[src/rtl/vga_timing_rx.sv]
// rtl/vga_timing_rx.sv - VGA timing receiver: sync recovery, line/frame measurement, lock tracking, pixel probe
// Pixel position is recovered from synchronised sync edges. Lock is declared after LOCK_FRAMES consecutive clean frames.
module vga_timing_rx #(
  parameter int H_DISPLAY       = 640,
  parameter int H_FRONT         = 16,
  parameter int H_SYNC          = 96,
  parameter int H_BACK          = 48,
  parameter int V_DISPLAY       = 480,
  parameter int V_FRONT         = 10,
  parameter int V_SYNC          = 2,
  parameter int V_BACK          = 33,
  parameter bit SYNC_ACTIVE_LOW = 1'b1,
  parameter int SYNC_STAGES     = 2,
  parameter int LOCK_FRAMES     = 2
) (
  input  logic        clk,
  input  logic        rst,
  input  logic        hsync,
  input  logic        vsync,
  input  logic [2:0]  rgb,
  input  logic [9:0]  probe_x,
  input  logic [9:0]  probe_y,
  output logic [9:0]  hpos,
  output logic [9:0]  vpos,
  output logic        display_on,
  output logic        frame_start,
  output logic        locked,
  output logic [10:0] h_meas,
  output logic [9:0]  v_meas,
  output logic [2:0]  probe_rgb,
  output logic        probe_valid,
  output logic [7:0]  lost_cnt
);

  localparam int          H_TOTAL   = H_DISPLAY + H_FRONT + H_SYNC + H_BACK;
  localparam int          V_TOTAL   = V_DISPLAY + V_FRONT + V_SYNC + V_BACK;
  localparam logic [10:0] H_START   = 11'(H_SYNC + H_BACK);
  localparam logic [10:0] H_END     = 11'(H_SYNC + H_BACK + H_DISPLAY - 1);
  localparam logic [9:0]  V_START   = 10'(V_SYNC + V_BACK);
  localparam logic [9:0]  V_END     = 10'(V_SYNC + V_BACK + V_DISPLAY - 1);
  localparam logic [11:0] H_TOTAL_W = 12'(H_TOTAL);
  localparam logic [10:0] V_TOTAL_W = 11'(V_TOTAL);
  localparam logic [10:0] H_TIMEOUT = 11'(2 * H_TOTAL);
  localparam logic [3:0]  LOCK_W    = 4'(LOCK_FRAMES);
  localparam logic        INACTIVE  = SYNC_ACTIVE_LOW;

  typedef enum logic [1:0] {SEARCH, TRACK, LOCKED} state_t;

  logic [SYNC_STAGES-1:0]      hs_sync_q, hs_sync_d;
  logic [SYNC_STAGES-1:0]      vs_sync_q, vs_sync_d;
  logic [SYNC_STAGES-1:0][2:0] rgb_sync_q, rgb_sync_d;
  logic                        hs_prev_q, vs_prev_q;
  logic [2:0]                  rgb_al_q;

  state_t      state_q, state_d;
  logic [3:0]  good_q, good_d;
  logic [10:0] hcnt_q, hcnt_d;
  logic [9:0]  vcnt_q, vcnt_d;
  logic        vpend_q, vpend_d;
  logic        frame_err_q, frame_err_d;
  logic        locked_q, locked_d;
  logic [7:0]  lost_q, lost_d;
  logic [10:0] h_meas_q, h_meas_d;
  logic [9:0]  v_meas_q, v_meas_d;
  logic        frame_start_q, frame_start_d;
  logic [2:0]  probe_rgb_q, probe_rgb_d;
  logic        probe_valid_q, probe_valid_d;

  logic hs_act, hs_prev_act, vs_act, vs_prev_act;
  logic hs_edge, vs_edge, fs_evt, line_bad, frame_ok, timeout, lose;
  logic in_win, probe_hit;

  // Shift registers for the input synchronisers.
  always_comb begin
    hs_sync_d     = hs_sync_q;
    vs_sync_d     = vs_sync_q;
    rgb_sync_d    = rgb_sync_q;
    hs_sync_d[0]  = hsync;
    vs_sync_d[0]  = vsync;
    rgb_sync_d[0] = rgb;
    for (int i = 1; i < SYNC_STAGES; i++) begin
      hs_sync_d[i]  = hs_sync_q[i-1];
      vs_sync_d[i]  = vs_sync_q[i-1];
      rgb_sync_d[i] = rgb_sync_q[i-1];
    end
  end

  always_comb begin
    hs_act      = hs_sync_q[SYNC_STAGES-1] ^ SYNC_ACTIVE_LOW;
    hs_prev_act = hs_prev_q ^ SYNC_ACTIVE_LOW;
    vs_act      = vs_sync_q[SYNC_STAGES-1] ^ SYNC_ACTIVE_LOW;
    vs_prev_act = vs_prev_q ^ SYNC_ACTIVE_LOW;
    hs_edge     = hs_act & ~hs_prev_act;
    vs_edge     = vs_act & ~vs_prev_act;
    fs_evt      = hs_edge & (vpend_q | vs_edge);
    line_bad    = hs_edge & (({1'b0, hcnt_q} + 12'd1) != H_TOTAL_W);
    // The line closing at the frame-start edge belongs to the frame being judged.
    frame_ok    = ~(frame_err_q | line_bad) & (({1'b0, vcnt_q} + 11'd1) == V_TOTAL_W);
    timeout     = ~hs_edge & (hcnt_q >= H_TIMEOUT);
  end

  // Line/frame counters and measurements.
  always_comb begin
    hcnt_d        = hcnt_q;
    vcnt_d        = vcnt_q;
    vpend_d       = vpend_q;
    frame_err_d   = frame_err_q;
    h_meas_d      = h_meas_q;
    v_meas_d      = v_meas_q;
    frame_start_d = fs_evt;
    if (hs_edge) begin
      h_meas_d = (&hcnt_q) ? hcnt_q : hcnt_q + 11'd1;
      hcnt_d   = '0;
    end else if (!(&hcnt_q)) begin
      hcnt_d = hcnt_q + 11'd1;
    end
    if (fs_evt) begin
      v_meas_d = (&vcnt_q) ? vcnt_q : vcnt_q + 10'd1;
      vcnt_d   = '0;
      vpend_d  = 1'b0;
    end else begin
      if (hs_edge && !(&vcnt_q)) vcnt_d = vcnt_q + 10'd1;
      if (vs_edge) vpend_d = 1'b1;
    end
    if (fs_evt) frame_err_d = 1'b0;
    else if (line_bad) frame_err_d = 1'b1;
  end

  always_comb begin
    state_d = state_q;
    good_d  = good_q;
    lose    = 1'b0;
    if (timeout) begin
      state_d = SEARCH;
      good_d  = '0;
      lose    = (state_q == LOCKED);
    end else begin
      case (state_q)
        SEARCH: begin
          if (fs_evt) begin
            state_d = TRACK;
            good_d  = '0;
          end
        end
        TRACK: begin
          if (fs_evt) begin
            if (frame_ok) begin
              good_d = good_q + 4'd1;
              if (good_q + 4'd1 == LOCK_W) state_d = LOCKED;
            end else begin
              good_d = '0;
            end
          end
        end
        LOCKED: begin
          if ((fs_evt && !frame_ok) || line_bad) begin
            state_d = TRACK;
            good_d  = '0;
            lose    = 1'b1;
          end
        end
        default: begin
          state_d = SEARCH;
          good_d  = '0;
        end
      endcase
    end
    locked_d = (state_d == LOCKED);
    lost_d   = (lose && lost_q != 8'hff) ? lost_q + 8'd1 : lost_q;
  end

  always_comb begin
    in_win     = (hcnt_q >= H_START) && (hcnt_q <= H_END) &&
                 (vcnt_q >= V_START) && (vcnt_q <= V_END);
    display_on = locked_q & in_win;
    hpos       = display_on ? 10'(hcnt_q - H_START) : 10'd0;
    vpos       = display_on ? 10'(vcnt_q - V_START) : 10'd0;
    // rgb_al_q carries the pixel that belongs to the current hcnt/vcnt.
    probe_hit     = display_on && (hpos == probe_x) && (vpos == probe_y);
    probe_rgb_d   = probe_hit ? rgb_al_q : probe_rgb_q;
    probe_valid_d = probe_hit;
  end

  always_ff @(posedge clk or posedge rst) begin
    if (rst) begin
      hs_sync_q     <= {SYNC_STAGES{INACTIVE}};
      vs_sync_q     <= {SYNC_STAGES{INACTIVE}};
      rgb_sync_q    <= '0;
      hs_prev_q     <= INACTIVE;
      vs_prev_q     <= INACTIVE;
      rgb_al_q      <= '0;
      state_q       <= SEARCH;
      good_q        <= '0;
      hcnt_q        <= '0;
      vcnt_q        <= '0;
      vpend_q       <= 1'b0;
      frame_err_q   <= 1'b0;
      locked_q      <= 1'b0;
      lost_q        <= '0;
      h_meas_q      <= '0;
      v_meas_q      <= '0;
      frame_start_q <= 1'b0;
      probe_rgb_q   <= '0;
      probe_valid_q <= 1'b0;
    end else begin
      hs_sync_q     <= hs_sync_d;
      vs_sync_q     <= vs_sync_d;
      rgb_sync_q    <= rgb_sync_d;
      hs_prev_q     <= hs_sync_q[SYNC_STAGES-1];
      vs_prev_q     <= vs_sync_q[SYNC_STAGES-1];
      rgb_al_q      <= rgb_sync_q[SYNC_STAGES-1];
      state_q       <= state_d;
      good_q        <= good_d;
      hcnt_q        <= hcnt_d;
      vcnt_q        <= vcnt_d;
      vpend_q       <= vpend_d;
      frame_err_q   <= frame_err_d;
      locked_q      <= locked_d;
      lost_q        <= lost_d;
      h_meas_q      <= h_meas_d;
      v_meas_q      <= v_meas_d;
      frame_start_q <= frame_start_d;
      probe_rgb_q   <= probe_rgb_d;
      probe_valid_q <= probe_valid_d;
    end
  end

  assign frame_start = frame_start_q;
  assign locked      = locked_q;
  assign h_meas      = h_meas_q;
  assign v_meas      = v_meas_q;
  assign probe_rgb   = probe_rgb_q;
  assign probe_valid = probe_valid_q;
  assign lost_cnt    = lost_q;

endmodule
[config.mk]
export PLATFORM = sky130hd
export DESIGN_NAME = vga_timing_rx
export DESIGN_NICKNAME = d
export VERILOG_FILES = /design/src/rtl/vga_timing_rx.sv
export SDC_FILE = /design/constraint.sdc
export NUM_CORES = 1
export LEC_CHECK = 0
export CORE_ASPECT_RATIO = 1.5
export CORE_MARGIN = 1.5
export CORE_UTILIZATION = 53
export DETAILED_ROUTE_END_ITERATION = 8
export PLACE_DENSITY = 0.86
export RECOVER_POWER = 25
export SLEW_MARGIN = 20
export SYNTH_ARGS = -nofsm -noshare
export SYNTH_HDL_FRONTEND = slang
export SYNTH_SLANG_ARGS = --single-unit
[constraint.sdc]
create_clock -name clk -period 4 [get_ports clk]
set_input_delay 0.4 -clock clk [delete_from_list [all_inputs] [get_ports clk]]
set_output_delay 0.4 -clock clk [all_outputs]
set_load 0.005 [all_outputs]
==> impl_results.md <==
* Slew @ Worst Pin at 1640 ps
* Routed Antenna Nets at 0
* Post-synth top flop: dfrtp_1
* Die width at 78.8 um
* RSZ-0062 raised after global routing: no
* YS warnings at 0
* First-pass GRT wire length at between 15 and 20 mm
* Core outline area at 8410 um^2
* Drt drc at 0
* N_diodes at 0
* CP startpoint: vcnt_q[1]
* Leakage Power at 2.52 nW
* CTS resizes at 0
* Post-synth EDFFs at 0
* Startpoint Class: flop
* Post-CTS Hold Buffers at 0
* Routed via count at 3919
* Via density at about 5.8
* Syn nets at ~530
* Post-CTS Setup Bufs at 0
* Wire per inst at 16.4 um
* Overall global routing resource usage at 25.3%
* CTS buffer count at 9
* Maximum fanout along the worst path at 16
* CTS tree: built
* Post-route clock skew at between 5 and 6 ps
* Critical path data required time at 3600 ps
* Die ar. at approximately 9200 um^2
* Setup ws final at 432 ps
* Async set-reset flop share out of synthesis at 100%
* Critical hold path startpoint: rgb_sync_d[3]
* Min cycle time layout at around 3600 ps
* Setup TNS at 0 ps
* Worst skew pair latency at 340 ps
* Tot Pwr at 2.10 mW
* HP Class: reg2reg
* Grt ovf at 0
* Relative slew slack at -9.42%
* Power density over the cells at around 370 nW/um^2
* Root buf cell: clkbuf_16
* Syn avg cell area at 9.33 um^2
* Routed wire length at 11.0 mm
* Netlist cell types at 71
* Seq/Total Area, Yosys at 43.4%
* Core Util, Final at 68.1%
* Drt pass-1 iters at 5
* Outcome: finished with violations
* Deepest clock path buffer count at 2
* Worst EP arrival at roughly 3200 ps
* Mapped Area at 4570 um^2
* # fillers at 671
* Slew Viols, Final at 46
* Routability cong. at 0.961
* Hold Vio Cnt, Final at 0
* Number of H-tree levels at 3
* Most frequent cells in the layout: 76 x clkdlybuf4s50_1, 73 x dfrtp_1, 64 x nor2_1
* Post-Synthesis Cells at 490
* # setup viols final at 0
* CP Class: reg2out
* Layout cells sized above 1 at 6.55%
* FF-to-FF Start: vcnt_q[1]
* Initial antenna violation count at 0
* Vias in the first global route at 3860
* DP Worst Slack at 769 ps
* Num Clock Sinks at around 80
* Largest net degree at the start of global routing at 46
* Initial Util at 54.3%
* #FFs+latches synth at 79
* PortBufs at 82
* Max-capacitance violation count at 1
* # IOs at 83
* Fmax at between 200 and 300 MHz
* Row count at 41
* DP HPWL at 8.07 mm
* CP Capture Type: output port
* Area Growth Syn to Fin at 25.3%
* CTS clock-pin slew for the worst setup and hold paths at 60 ps
* Failing checks: max-capacitance violations, max-slew violations
* Die Ht at ~120 um
* Final Cycle Share at 89.2%
* Nets at 599
* Peak supply drop at 0.294 mV
* Commonest non-fill, non-tap cell in the layout: clkdlybuf4s50_1
* Initial DRC Count at 260
-- critical path, stage by stage, from the launching register on --
cell and delay [ps]:
dfrtp_1 520, ha_1 450, o41ai_4 170, a21oi_2 230
o211ai_4 150, or2_1 290, buf_4 210, nor3_1 250
clkdlybuf4s50_1 550
-- flip-flops by register name, indices dropped and copies added (netlist names) --
signal       flops
probe_rgb        3
vcnt_q          10
locked           1
vs_sync_q        2
state_q          2
good_q           4
probe_valid      1
vpend_q          1
rgb_sync_d       3
v_meas          10
frame_start      1
frame_err_q      1
lost_cnt         8
hcnt_q          11
vs_prev_q        1
rgb_sync_q       3
h_meas          11
hs_sync_q        2
rgb_al_q         3
hs_prev_q        1
-- per-stage QoR --
stage / hold slack (ps) / cell area [um^2] / std cells
5_1_grt: 353 / 5730 / 672
2_1_floorplan: 331 / 4570 / 490
6_report: 346 / 5730 / 672
4_1_cts: 345 / 5730 / 672
3_5_place_dp: 335 / 5440 / 656
3_3_place_gp: 332 / 5440 / 656
-- where the power goes --
| group | leakage [nW] | internal, mW | total (mW) | switching [mW] |
|---|---|---|---|---|
| Clock | 0.142 | 0.481 | 0.801 | 0.320 |
| Sequential | 1.02 | 0.871 | 0.943 | 0.0723 |
| Combinational | 1.35 | 0.181 | 0.361 | 0.180 |
| Total | 2.52 | 1.53 | 2.10 | 0.572 |
-- cell type report --
class | count | area [um^2] | share of cell area (%)
clock buffer | 10 | 229 | 4.00
clock inverter | 6 | 61.3 | 1.07
inverter | 23 | 88.8 | 1.55
multi-input combinational | 357 | 2350 | 41.1
sequential | 79 | 1980 | 34.7
tap | 107 | 134 | 2.34
timing repair buffer | 90 | 877 | 15.3
-- routing by layer --
layer	global-route usage (%)	up-vias	wire, um
met5	0	-	0
met4	13.7	0	455
met3	3.28	35	502
met2	44.9	152	5800
met1	29.5	1883	4250
li1	-	1849	-
-- logic make-up after synthesis --
family          share of synthesized area, %
buf+inv                                 5.09
flops                                   43.4
compound gates                          16.2
mux                                     1.20
simple gates                            20.6
xor+xnor                                10.1
fa+ha+maj                               3.29
-- cell usage after synthesis, drive strengths merged (2+ instances only) --
library cell,n,share of area [%]
a2111oi,3,0.99
a21o,4,0.66
a21oi,14,1.6
a31oi,9,1.2
a41oi,2,0.38
and2,7,0.96
and3,6,0.82
and4,4,0.77
buf,12,1.6
clkbuf,19,1.6
dfrtp,73,40
dfstp,6,3.5
ha,12,3.3
inv,22,1.9
mux2,4,0.99
nand2,43,3.5
nand2b,5,0.68
nand3,13,1.4
nand4,13,1.8
nor2,64,5.3
nor2b,8,1.1
nor3,15,1.9
nor4,4,0.68
o2111ai,2,0.38
o211a,3,0.66
o211ai,3,0.79
o21a,4,0.66
o21ai,30,3.3
o22ai,2,0.27
o31a,3,0.58
o31ai,7,1.2
o41ai,3,0.99
or2,2,0.27
or3,4,0.55
xnor2,27,5.2
xnor3,5,2.5
xor2,13,2.5
-- final timing paths --
check	to	slack, ps	depth (start not counted)
min reg2reg	rgb_sync_q[3]	350	0
min in group asynchronous	good_q[2]	1020	2
max in group asynchronous	rgb_al_q[0]	1760	3
max reg2reg	probe_rgb[0]	670	9
max	vpos[6]	430	8
min	rgb_sync_q[3]	350	0
(Power assumes the default switching activity.)
